## config.mk

```make
export PLATFORM = sky130hd
export DESIGN_NAME = dmem_bridge
export DESIGN_NICKNAME = d
export VERILOG_FILES = /design/src/rtl/dmem_bridge.sv
export SDC_FILE = /design/constraint.sdc
export NUM_CORES = 1
export LEC_CHECK = 0
export CORE_ASPECT_RATIO = 1.4
export CORE_MARGIN = 5
export CORE_UTILIZATION = 35
export DETAILED_ROUTE_END_ITERATION = 8
export SYNTH_ARGS = -nofsm -noshare
export SYNTH_HDL_FRONTEND = slang
export SYNTH_SLANG_ARGS = --single-unit
```

## constraint.sdc

```tcl
create_clock -name clock -period 3.2 [get_ports clock]
set_clock_uncertainty 0.15 [all_clocks]
set_input_delay 0.48 -clock clock [delete_from_list [all_inputs] [get_ports clock]]
set_output_delay 0.48 -clock clock [all_outputs]
set_load 0.01 [all_outputs]
```

## src/rtl/dmem_bridge.sv

```systemverilog
// dmem_bridge: converts CPU byte-addressed load/store requests into word-addressed accesses
// on the data RAM and the memory-mapped peripheral block.
//
// Ports:
//   clock, reset_n              system clock, asynchronous active-low reset
//   req_valid/req_ready         CPU request handshake
//   req_addr/write/size/...     byte address, direction, size (0 B, 1 H, 2 W), zero-extend flag
//   req_wdata                   right-aligned store data
//   resp_valid/resp_ready       response handshake
//   resp_rdata/resp_fault       aligned, extended load data and fault flag
//   ram_* / mmio_*              device address, byte enables, strobe, write data, write enable, q
//
// A request is accepted in IDLE and drives the selected device combinationally in that cycle.
// The response is produced in WAIT from the device q. If the CPU stalls, it is frozen in HOLD.
module dmem_bridge #(
  parameter logic [15:0] RAM_REGION  = 16'h0000,
  parameter logic [15:0] MMIO_REGION = 16'h8000
) (
  input  logic        clock,
  input  logic        reset_n,
  input  logic        req_valid,
  output logic        req_ready,
  input  logic [31:0] req_addr,
  input  logic        req_write,
  input  logic [1:0]  req_size,
  input  logic        req_unsigned,
  input  logic [31:0] req_wdata,
  output logic        resp_valid,
  input  logic        resp_ready,
  output logic [31:0] resp_rdata,
  output logic        resp_fault,
  output logic [13:0] ram_address,
  output logic [3:0]  ram_byteena,
  output logic        ram_clken,
  output logic [31:0] ram_data,
  output logic        ram_wren,
  input  logic [31:0] ram_q,
  output logic [13:0] mmio_address,
  output logic [3:0]  mmio_byteena,
  output logic        mmio_clken,
  output logic [31:0] mmio_data,
  output logic        mmio_wren,
  input  logic [31:0] mmio_q
);

  typedef enum logic [1:0] {StIdle, StWait, StHold} state_e;

  state_e state_q, state_d;

  // Request decode
  logic        hit_ram, hit_mmio, misaligned, req_fault;
  logic        accept, ram_go, mmio_go;
  logic [3:0]  req_be;
  logic [31:0] req_wrep;

  // Captured request attributes
  logic        sel_mmio_q;
  logic [1:0]  lo_q;
  logic [1:0]  size_q;
  logic        uns_q;
  logic        write_q;
  logic        fault_q;

  // Last driven device address/data
  logic [13:0] ram_addr_q, mmio_addr_q;
  logic [31:0] ram_data_q, mmio_data_q;

  // Frozen response while the CPU stalls
  logic [31:0] hold_rdata_q;
  logic        hold_fault_q;

  // Load data path
  logic [31:0] q_sel;
  logic [7:0]  q_byte;
  logic [15:0] q_half;
  logic [31:0] ext_rdata;

  // RAM wins if both regions are configured to the same value.
  assign hit_ram  = (req_addr[31:16] == RAM_REGION);
  assign hit_mmio = !hit_ram && (req_addr[31:16] == MMIO_REGION);

  assign misaligned = ((req_size == 2'd1) && req_addr[0]) ||
                      ((req_size == 2'd2) && (req_addr[1:0] != 2'b00));
  assign req_fault  = (req_size == 2'd3) || misaligned || !(hit_ram || hit_mmio);

  // Gated by reset_n so nothing reaches the devices while reset is asserted.
  assign req_ready = reset_n && (state_q == StIdle);
  assign accept    = req_valid && req_ready;
  assign ram_go    = accept && !req_fault && hit_ram;
  assign mmio_go   = accept && !req_fault && hit_mmio;

  always_comb begin
    req_be   = 4'b0000;
    req_wrep = req_wdata;
    unique case (req_size)
      2'd0: begin
        req_be   = 4'b0001 << req_addr[1:0];
        req_wrep = {4{req_wdata[7:0]}};
      end
      2'd1: begin
        req_be   = req_addr[1] ? 4'b1100 : 4'b0011;
        req_wrep = {2{req_wdata[15:0]}};
      end
      2'd2: begin
        req_be   = 4'b1111;
        req_wrep = req_wdata;
      end
      default: begin
        req_be   = 4'b0000;
        req_wrep = req_wdata;
      end
    endcase
  end

  // State register
  always_ff @(posedge clock or negedge reset_n) begin
    if (!reset_n) begin
      state_q <= StIdle;
    end else begin
      state_q <= state_d;
    end
  end

  // Next-state logic
  always_comb begin
    state_d = state_q;
    unique case (state_q)
      StIdle:  if (accept) state_d = StWait;
      StWait:  state_d = resp_ready ? StIdle : StHold;
      StHold:  if (resp_ready) state_d = StIdle;
      default: state_d = StIdle;
    endcase
  end

  // Request capture, device hold registers and response hold registers
  always_ff @(posedge clock or negedge reset_n) begin
    if (!reset_n) begin
      sel_mmio_q   <= 1'b0;
      lo_q         <= 2'b00;
      size_q       <= 2'd0;
      uns_q        <= 1'b0;
      write_q      <= 1'b0;
      fault_q      <= 1'b0;
      ram_addr_q   <= '0;
      ram_data_q   <= '0;
      mmio_addr_q  <= '0;
      mmio_data_q  <= '0;
      hold_rdata_q <= '0;
      hold_fault_q <= 1'b0;
    end else begin
      if (accept) begin
        sel_mmio_q <= hit_mmio;
        lo_q       <= req_addr[1:0];
        size_q     <= req_size;
        uns_q      <= req_unsigned;
        write_q    <= req_write;
        fault_q    <= req_fault;
      end
      if (ram_go) begin
        ram_addr_q <= req_addr[15:2];
        ram_data_q <= req_wrep;
      end
      if (mmio_go) begin
        mmio_addr_q <= req_addr[15:2];
        mmio_data_q <= req_wrep;
      end
      if ((state_q == StWait) && !resp_ready) begin
        hold_rdata_q <= ext_rdata;
        hold_fault_q <= fault_q;
      end
    end
  end

  // Lane selection and extension of the captured device's read data
  assign q_sel  = sel_mmio_q ? mmio_q : ram_q;
  assign q_byte = q_sel[{lo_q, 3'b000} +: 8];
  assign q_half = lo_q[1] ? q_sel[31:16] : q_sel[15:0];

  always_comb begin
    ext_rdata = '0;
    if (!fault_q && !write_q) begin
      unique case (size_q)
        2'd0:    ext_rdata = {{24{q_byte[7] & ~uns_q}}, q_byte};
        2'd1:    ext_rdata = {{16{q_half[15] & ~uns_q}}, q_half};
        2'd2:    ext_rdata = q_sel;
        default: ext_rdata = '0;
      endcase
    end
  end

  // Output logic
  always_comb begin
    resp_valid   = 1'b0;
    resp_rdata   = '0;
    resp_fault   = 1'b0;
    ram_clken    = ram_go;
    ram_wren     = ram_go && req_write;
    ram_byteena  = ram_go ? req_be : 4'b0000;
    ram_address  = ram_go ? req_addr[15:2] : ram_addr_q;
    ram_data     = ram_go ? req_wrep : ram_data_q;
    mmio_clken   = mmio_go;
    mmio_wren    = mmio_go && req_write;
    mmio_byteena = mmio_go ? req_be : 4'b0000;
    mmio_address = mmio_go ? req_addr[15:2] : mmio_addr_q;
    mmio_data    = mmio_go ? req_wrep : mmio_data_q;
    unique case (state_q)
      StWait: begin
        resp_valid = 1'b1;
        resp_rdata = ext_rdata;
        resp_fault = fault_q;
      end
      StHold: begin
        resp_valid = 1'b1;
        resp_rdata = hold_rdata_q;
        resp_fault = hold_fault_q;
      end
      default: begin
        resp_valid = 1'b0;
      end
    endcase
  end

endmodule

```

==> results of run 1 <==
[cell usage in the layout, fill, tap and decap left out, types with 15 or more instances in the layout]
| cell type | count |
|---|---|
| nor2_1 | 63 |
| a31oi_1 | 15 |
| mux2_2 | 72 |
| mux2_4 | 56 |
| nand2_1 | 65 |
| buf_12 | 15 |
| dfrtp_1 | 132 |
| buf_4 | 63 |
| mux2i_1 | 55 |
| buf_2 | 46 |
| dlymetal6s2s_1 | 15 |
| dlygate4sd2_1 | 42 |
| a21oi_1 | 38 |
| clkbuf_16 | 19 |
| clkdlybuf4s50_1 | 125 |
| o21ai_0 | 46 |
| and2_1 | 24 |
| buf_6 | 34 |
| a311oi_1 | 24 |
[layer usage]
metal	track usage (%)	up-vias	share of wire [%]
li1	-	3427	-
met5	0	-	0.040
met2	38.9	287	50
met4	8.68	2	2.7
met1	25.6	3484	38
met3	8.94	51	9.1
[worst max path at each step]
| stage | end | slack (ps) | cells past startpoint |
|---|---|---|---|
| 4_1_cts | ram_data[30] | -90 | 11 |
| 6_report | mmio_data[30] | 50 | 10 |
| 2_1_floorplan | ram_address[10] | 600 | 9 |
| 3_5_place_dp | ram_data[20] | -420 | 9 |
| 5_1_grt | ram_address[10] | -80 | 12 |
| 3_3_place_gp | mmio_data[21] | -410 | 7 |
[kinds of logic after synthesis]
kind of cell	count (synthesis)	synth area share, %
buf+inv	68	4.10
flops	135	42.6
compound gates	171	14.0
xor+xnor	1	0.111
simple gates	201	11.6
fa+ha+maj	3	0.474
mux	185	27.1
[tightest hold or removal path, cell delays in order]
cell   delay [ps]
buf_6          80
buf_4         130
buf_4         570
[area by class of cell]
| class | count | area, µm² | area share [%] |
|---|---|---|---|
| clock buffers | 23 | 478 | 3.87 |
| well taps | 301 | 377 | 3.05 |
| diodes | 1 | 2.50 | 0.0202 |
| multi-input cells | 561 | 4470 | 36.2 |
| inverters | 5 | 18.8 | 0.152 |
| clock inverters | 8 | 97.6 | 0.789 |
| flip-flops and latches | 135 | 3380 | 27.4 |
| repair buffers | 365 | 3540 | 28.6 |
[power groups by stage]
stage	combinational (mW)	sequential, mW	clock, mW
after floorplan	1.59	2.07	0
after global placement	2.55	2.13	0
after detailed placement	2.58	2.14	0
after CTS	2.65	2.11	1.98
after global routing	2.92	2.15	2.05
final	2.66	2.12	1.93
[metrics by stage]
stage | setup TNS (ps) | area, µm² | cells | hold WS, ps
2_1_floorplan | 0 | 7930 | 764 | 34.4
3_3_place_gp | -34000 | 11400 | 1342 | 324
3_5_place_dp | -34580 | 11400 | 1342 | 328
4_1_cts | -524 | 12100 | 1392 | 261
5_1_grt | -1330 | 12400 | 1399 | 285
6_report | 0 | 12400 | 1399 | 206
[repair_timing]
action | CTS | global route
cloned | 5 | 2
hold buffers | 1 | 0
endpoints found under the hold margin | 18 | 0
pin swaps | 7 | 5
resized for setup | 419 | 91
buffers inserted | 14 | 5
endpoints found under the setup margin | 134 | 103
[flip-flops by register name (all words and copies together) (netlist names), 2 cells and up]
register      count
size_q            2
mmio_addr_q      14
ram_data_q       32
hold_rdata_q     32
state_q           2
mmio_data_q      32
lo_q              2
ram_addr_q       14
==> qor.csv, run 1 <==
metric,value,unit
worst skew pair latency,410,ps
DR DRC count,0,
yosys warns,0,
syn avg cell area,10.4,µm²
P_sw,2.35,mW
WP buf/inv,5,
sequential power share,31.5,%
Final Core Density,55.1,%
post-synthesis cell type count,45,
DR vias/cell,5.18,
Final Max Tran Viols,0,
post-route clock period utilization,98.5,%
Reg2Reg Setup Slack,950,ps
setup violators final,0,
via count of the routed design,7251,
largest area contributor in the netlist,dfrtp_1,
vias in the first global route,7905,
final hold viol count,0,
unrepaired setup endpoints after global routing,yes,
post-synth net total,903,
first-pass GRT wire length,45400,µm
Slew headroom,42.6,%
Slew @ Worst Pin,861,ps
arrival time worst endpoint,2520,ps
"EDFF count, synth",0,
H-tree levels,4,
f_max,317,MHz
Rows,65,
"Req. time, crit path",2570,ps
pre-CTS WS,-424,ps
switching portion of total power,35.1,%
Pleak,5.92,nW
Initial Util,35.3,%
Reg-to-Reg Start,state_q[1],
Area Overhead vs Synth,56.0,%
critical path launch point type,flop,
CP Capture Type,primary output,
power per cell area,543,nW/µm²
GP Congestion,0.862,
Die Span Y,188,µm
CTS Buf Count,17,
top post-synthesis cells by area,"dfrtp_1 (43%), mux2_2 (14%), mux2i_1 (6.9%), mux2_4 (5.5%), nand2_1 (3.1%)",
Sinks on Clock Net,135,
"Async S/R FF share, synth",100,%
Worst-path clk slew,60,ps
post-synth top area share,42.6,%
post-synthesis sequential area ratio,42.6,%
most common cell in the netlist,dfrtp_1,
Max Cap Viol,0,
Nets,1224,
Crit Path Category,reg2out,
PnR Total Power,6.72,mW
Detail Route Antenna Nets,0,
synth cell count leaders,"dfrtp_1 (135), mux2_2 (99), nand2_1 (66)",
initial antenna violation count,2,
crit-path max cell delay,390,ps
core area,22400,µm²
Worst path most repeated cell,buf_12,
Internal Power,4.36,mW
global router's overall resource usage,22.9,%
r2r endpoint,mmio_data_q[30],
DP HPWL,21700,µm
CP max-delay cell,dfrtp_1,
DIE WIDTH,137,µm
Port Buf Inserts,274,
Critical Path Start,state_q[1],
r2r worst-path depth,9,
Final Worst Setup Slack,46.6,ps
status,finished clean,
Mapped Cells,764,
Logic pwr share,39.7,%
gr ovfl total,0,
largest net degree at the start of global routing,62,
clk buf depth,2,
"flops & latches, synth",135,
die area,25800,µm²
drt pass-1 iters,5,
HP Class,in2async,
"critical path, cell by cell","inv_2, ha_4, and3_4, o21ai_4, or3_4, buf_8, buf_12, buf_12, mux2_4, buf_6",
DR iter-0 viols,367,
fillers,2063,
I/O pins,275,
family with the most delay on the worst path,buffers and inverters,
ys flop type,dfrtp_1,
crit path time final,3150,ps
share of post-route cells with drive strength above 1,34.1,%
clock share of power,28.8,%
root buf cell,clkbuf_16,
CTS tree,yes,
Synth Cell Area,7930,µm²
CP max FO,6,
total wire length,29800,µm
maximum vdd drop,0.481,mV
Avg WL per Cell,21.3,µm
No activity file was read; power rests on OpenSTA's default activity.
==> run 2: changes to the inputs <==
Settings changed: SLEW_MARGIN from default to 20.
==> results of run 2 <==
No change in the layout: final DEF, timing and power equal those of run 1.
==> run 3: changes to the inputs <==
Settings changed: CORE_UTILIZATION 35 to 45, PLACE_DENSITY from default to 0.8.
==> qor.csv, run 3 (synthesized netlist as in run 1, its figures left out) <==
metric,value,unit,change
setup violators final,0,,unchanged
biggest regs,"hold_rdata_q: 32 flops, mmio_data_q: 32 flops, ram_data_q: 32 flops",,
H-tree levels,4,,unchanged
gr ovfl total,0,,unchanged
Final Worst Setup Slack,6.51,ps,-40.1 ps
vias in the first global route,7921,,+0.20%
Inserted Diodes,0,,-1
pre-CTS WS,-382,ps,+41.4 ps
share of post-route cells with drive strength above 1,33.9,%,-0.24 points
DP HPWL,20000,µm,-7.8%
first-pass GRT wire length,43800,µm,-3.5%
Pleak,5.83,nW,-1.6%
f_max,313,MHz,-1.3%
Internal Power,4.21,mW,-3.4%
Die Span Y,167,µm,-11%
I/O pins,275,,unchanged
Logic pwr share,39.4,%,-0.3 points
family with the most delay on the worst path,buffers and inverters,,
power per cell area,566,nW/µm²,+4.2%
Max Cap Viol,0,,unchanged
status,finished clean,,
"non-filler cells, final",1329,,-5.0%
Slew headroom,38.4,%,-4.2 points
Nets,1219,,-0.41%
global router's overall resource usage,27.7,%,+4.7 points
Detail Route Antenna Nets,0,,unchanged
flip-flop and latch area,3380,µm²,about the same
clock share of power,29.3,%,+0.5 points
DR vias/cell,5.58,,+7.7%
fillers,1308,,-37%
crit path time final,3190,ps,+40.1 ps
Sinks on Clock Net,135,,unchanged
sequential power share,31.4,%,about the same
drt pass-1 iters,7,,+2
Rows,57,,-12%
via count of the routed design,7421,,+2.3%
arrival time worst endpoint,2560,ps,+40 ps
# hold bufs at CTS,0,,-1
"commonest non-fill, non-tap cell in the layout",clkdlybuf4s50_1,,
initial antenna violation count,1,,-1
CP max-delay cell,mux2_2,,
"Req. time, crit path",2570,ps,about the same
WP buf/inv,5,,unchanged
worst skew pair latency,410,ps,about the same
CTS Buf Count,17,,unchanged
"commonest cells after routing, fill and taps aside","clkdlybuf4s50_1 (131), dfrtp_1 (130), mux2_2 (95), nand2_1 (65), buf_4 (65)",,
CTS tree,yes,,
Slew @ Worst Pin,924,ps,+63.4 ps
"critical path, cell by cell","dlygate4sd2_1, nor4_1, nand4_1, buf_4, nor3_4, buf_6, buf_16, mux2_2, clkdlybuf4s15_2",,
Initial Util,45.7,%,+10 points
switching portion of total power,37.6,%,+2.5 points
Crit Path Category,in2out,,
Area Overhead vs Synth,50.4,%,
CP Capture Type,primary output,,
clk buf depth,2,,unchanged
post-route clock period utilization,99.8,%,+1.3 points
die area,20400,µm²,-21%
maximum vdd drop,0.350,mV,-27%
Port Buf Inserts,274,,unchanged
P_sw,2.54,mW,+7.7%
Worst-path clk slew,60,ps,about the same
largest net degree at the start of global routing,76,,+23%
core area,17300,µm²,-23%
total wire length,28500,µm,-4.2%
Final Max Tran Viols,0,,unchanged
HP Class,in2async,,
DR iter-0 viols,478,,+30%
Placed Cells,1266,,-5.7%
final hold viol count,0,,unchanged
critical path launch point type,input port,,
root buf cell,clkbuf_16,,
Avg WL per Cell,21.5,µm,+0.83%
DIE WIDTH,122,µm,-11%
DR DRC count,0,,unchanged
crit-path max cell delay,350,ps,-40 ps
Final Core Density,68.8,%,+14 points
area of the multi-input gates,4370,µm²,-2.3%
CP max FO,8,,+2
GP Congestion,0.973,,+13%
[run 3: final cells by class]
type                    instances  share of cell area [%]
clock buffers                  18                    3.68
clock inverters                14                    1.27
inverters                       5                   0.157
multi-input cells             561                    36.6
flip-flops and latches        135                    28.4
well taps                     236                    2.48
repair buffers                360                    27.4
[run 3: worst paths after layout]
path,from,end,slack [ps],depth (start not counted)
min in group clock,mmio_data_q[2],mmio_data_q[2],340,1
worst min register to register,mmio_data_q[2],mmio_data_q[2],340,1
max in group asynchronous,reset_n,mmio_data_q[20],1340,3
worst max register to register,state_q[0],hold_rdata_q[5],880,7
worst max-delay path,req_addr[21],ram_address[0],7,9
worst min-delay path,reset_n,hold_rdata_q[22],120,2
[run 3: power by group through the flow]
stage	clock network, mW	logic (mW)	registers [mW]
after floorplan	0	1.59	2.07
after global placement	0	2.43	2.12
after detailed placement	0	2.49	2.14
after CTS	1.99	2.56	2.10
after global routing	2.08	2.88	2.15
final	1.97	2.66	2.12
[run 3: per-stage QoR]
step,total power [mW],hold WS (ps),setup TNS [ps],instance area (µm²)
6_report,6.75,120,0,11900
5_1_grt,7.11,185,-1990,11900
4_1_cts,6.65,155,-173,11900
3_5_place_dp,4.62,326,-32270,11200
3_3_place_gp,4.55,320,-33560,11200
2_1_floorplan,3.67,34.4,0,7930
[run 3: worst reg2reg max path, cell delays in order, from the launching register on]
cell and delay, ps:
dfrtp_1 360, buf_4 110, buf_4 100, ha_1 250, nor2b_4 350, buf_4 520, o21ai_0 200, a31oi_1 200
[run 3: metal layers]
layer / vias to the layer above / track usage (%) / wire length (µm)
met5: - / 0 / 11
met4: 2 / 13.3 / 1270
met3: 67 / 10.3 / 2750
met2: 367 / 47.5 / 14400
met1: 3557 / 29.7 / 10000
li1: 3428 / - / -
[run 3: repair_timing]
action | in CTS | in global routing
endpoints found under the setup margin | 132 | 115
gates cloned | 5 | 0
pin swaps | 8 | 12
gates resized for setup | 363 | 54
buffers inserted | 17 | 12
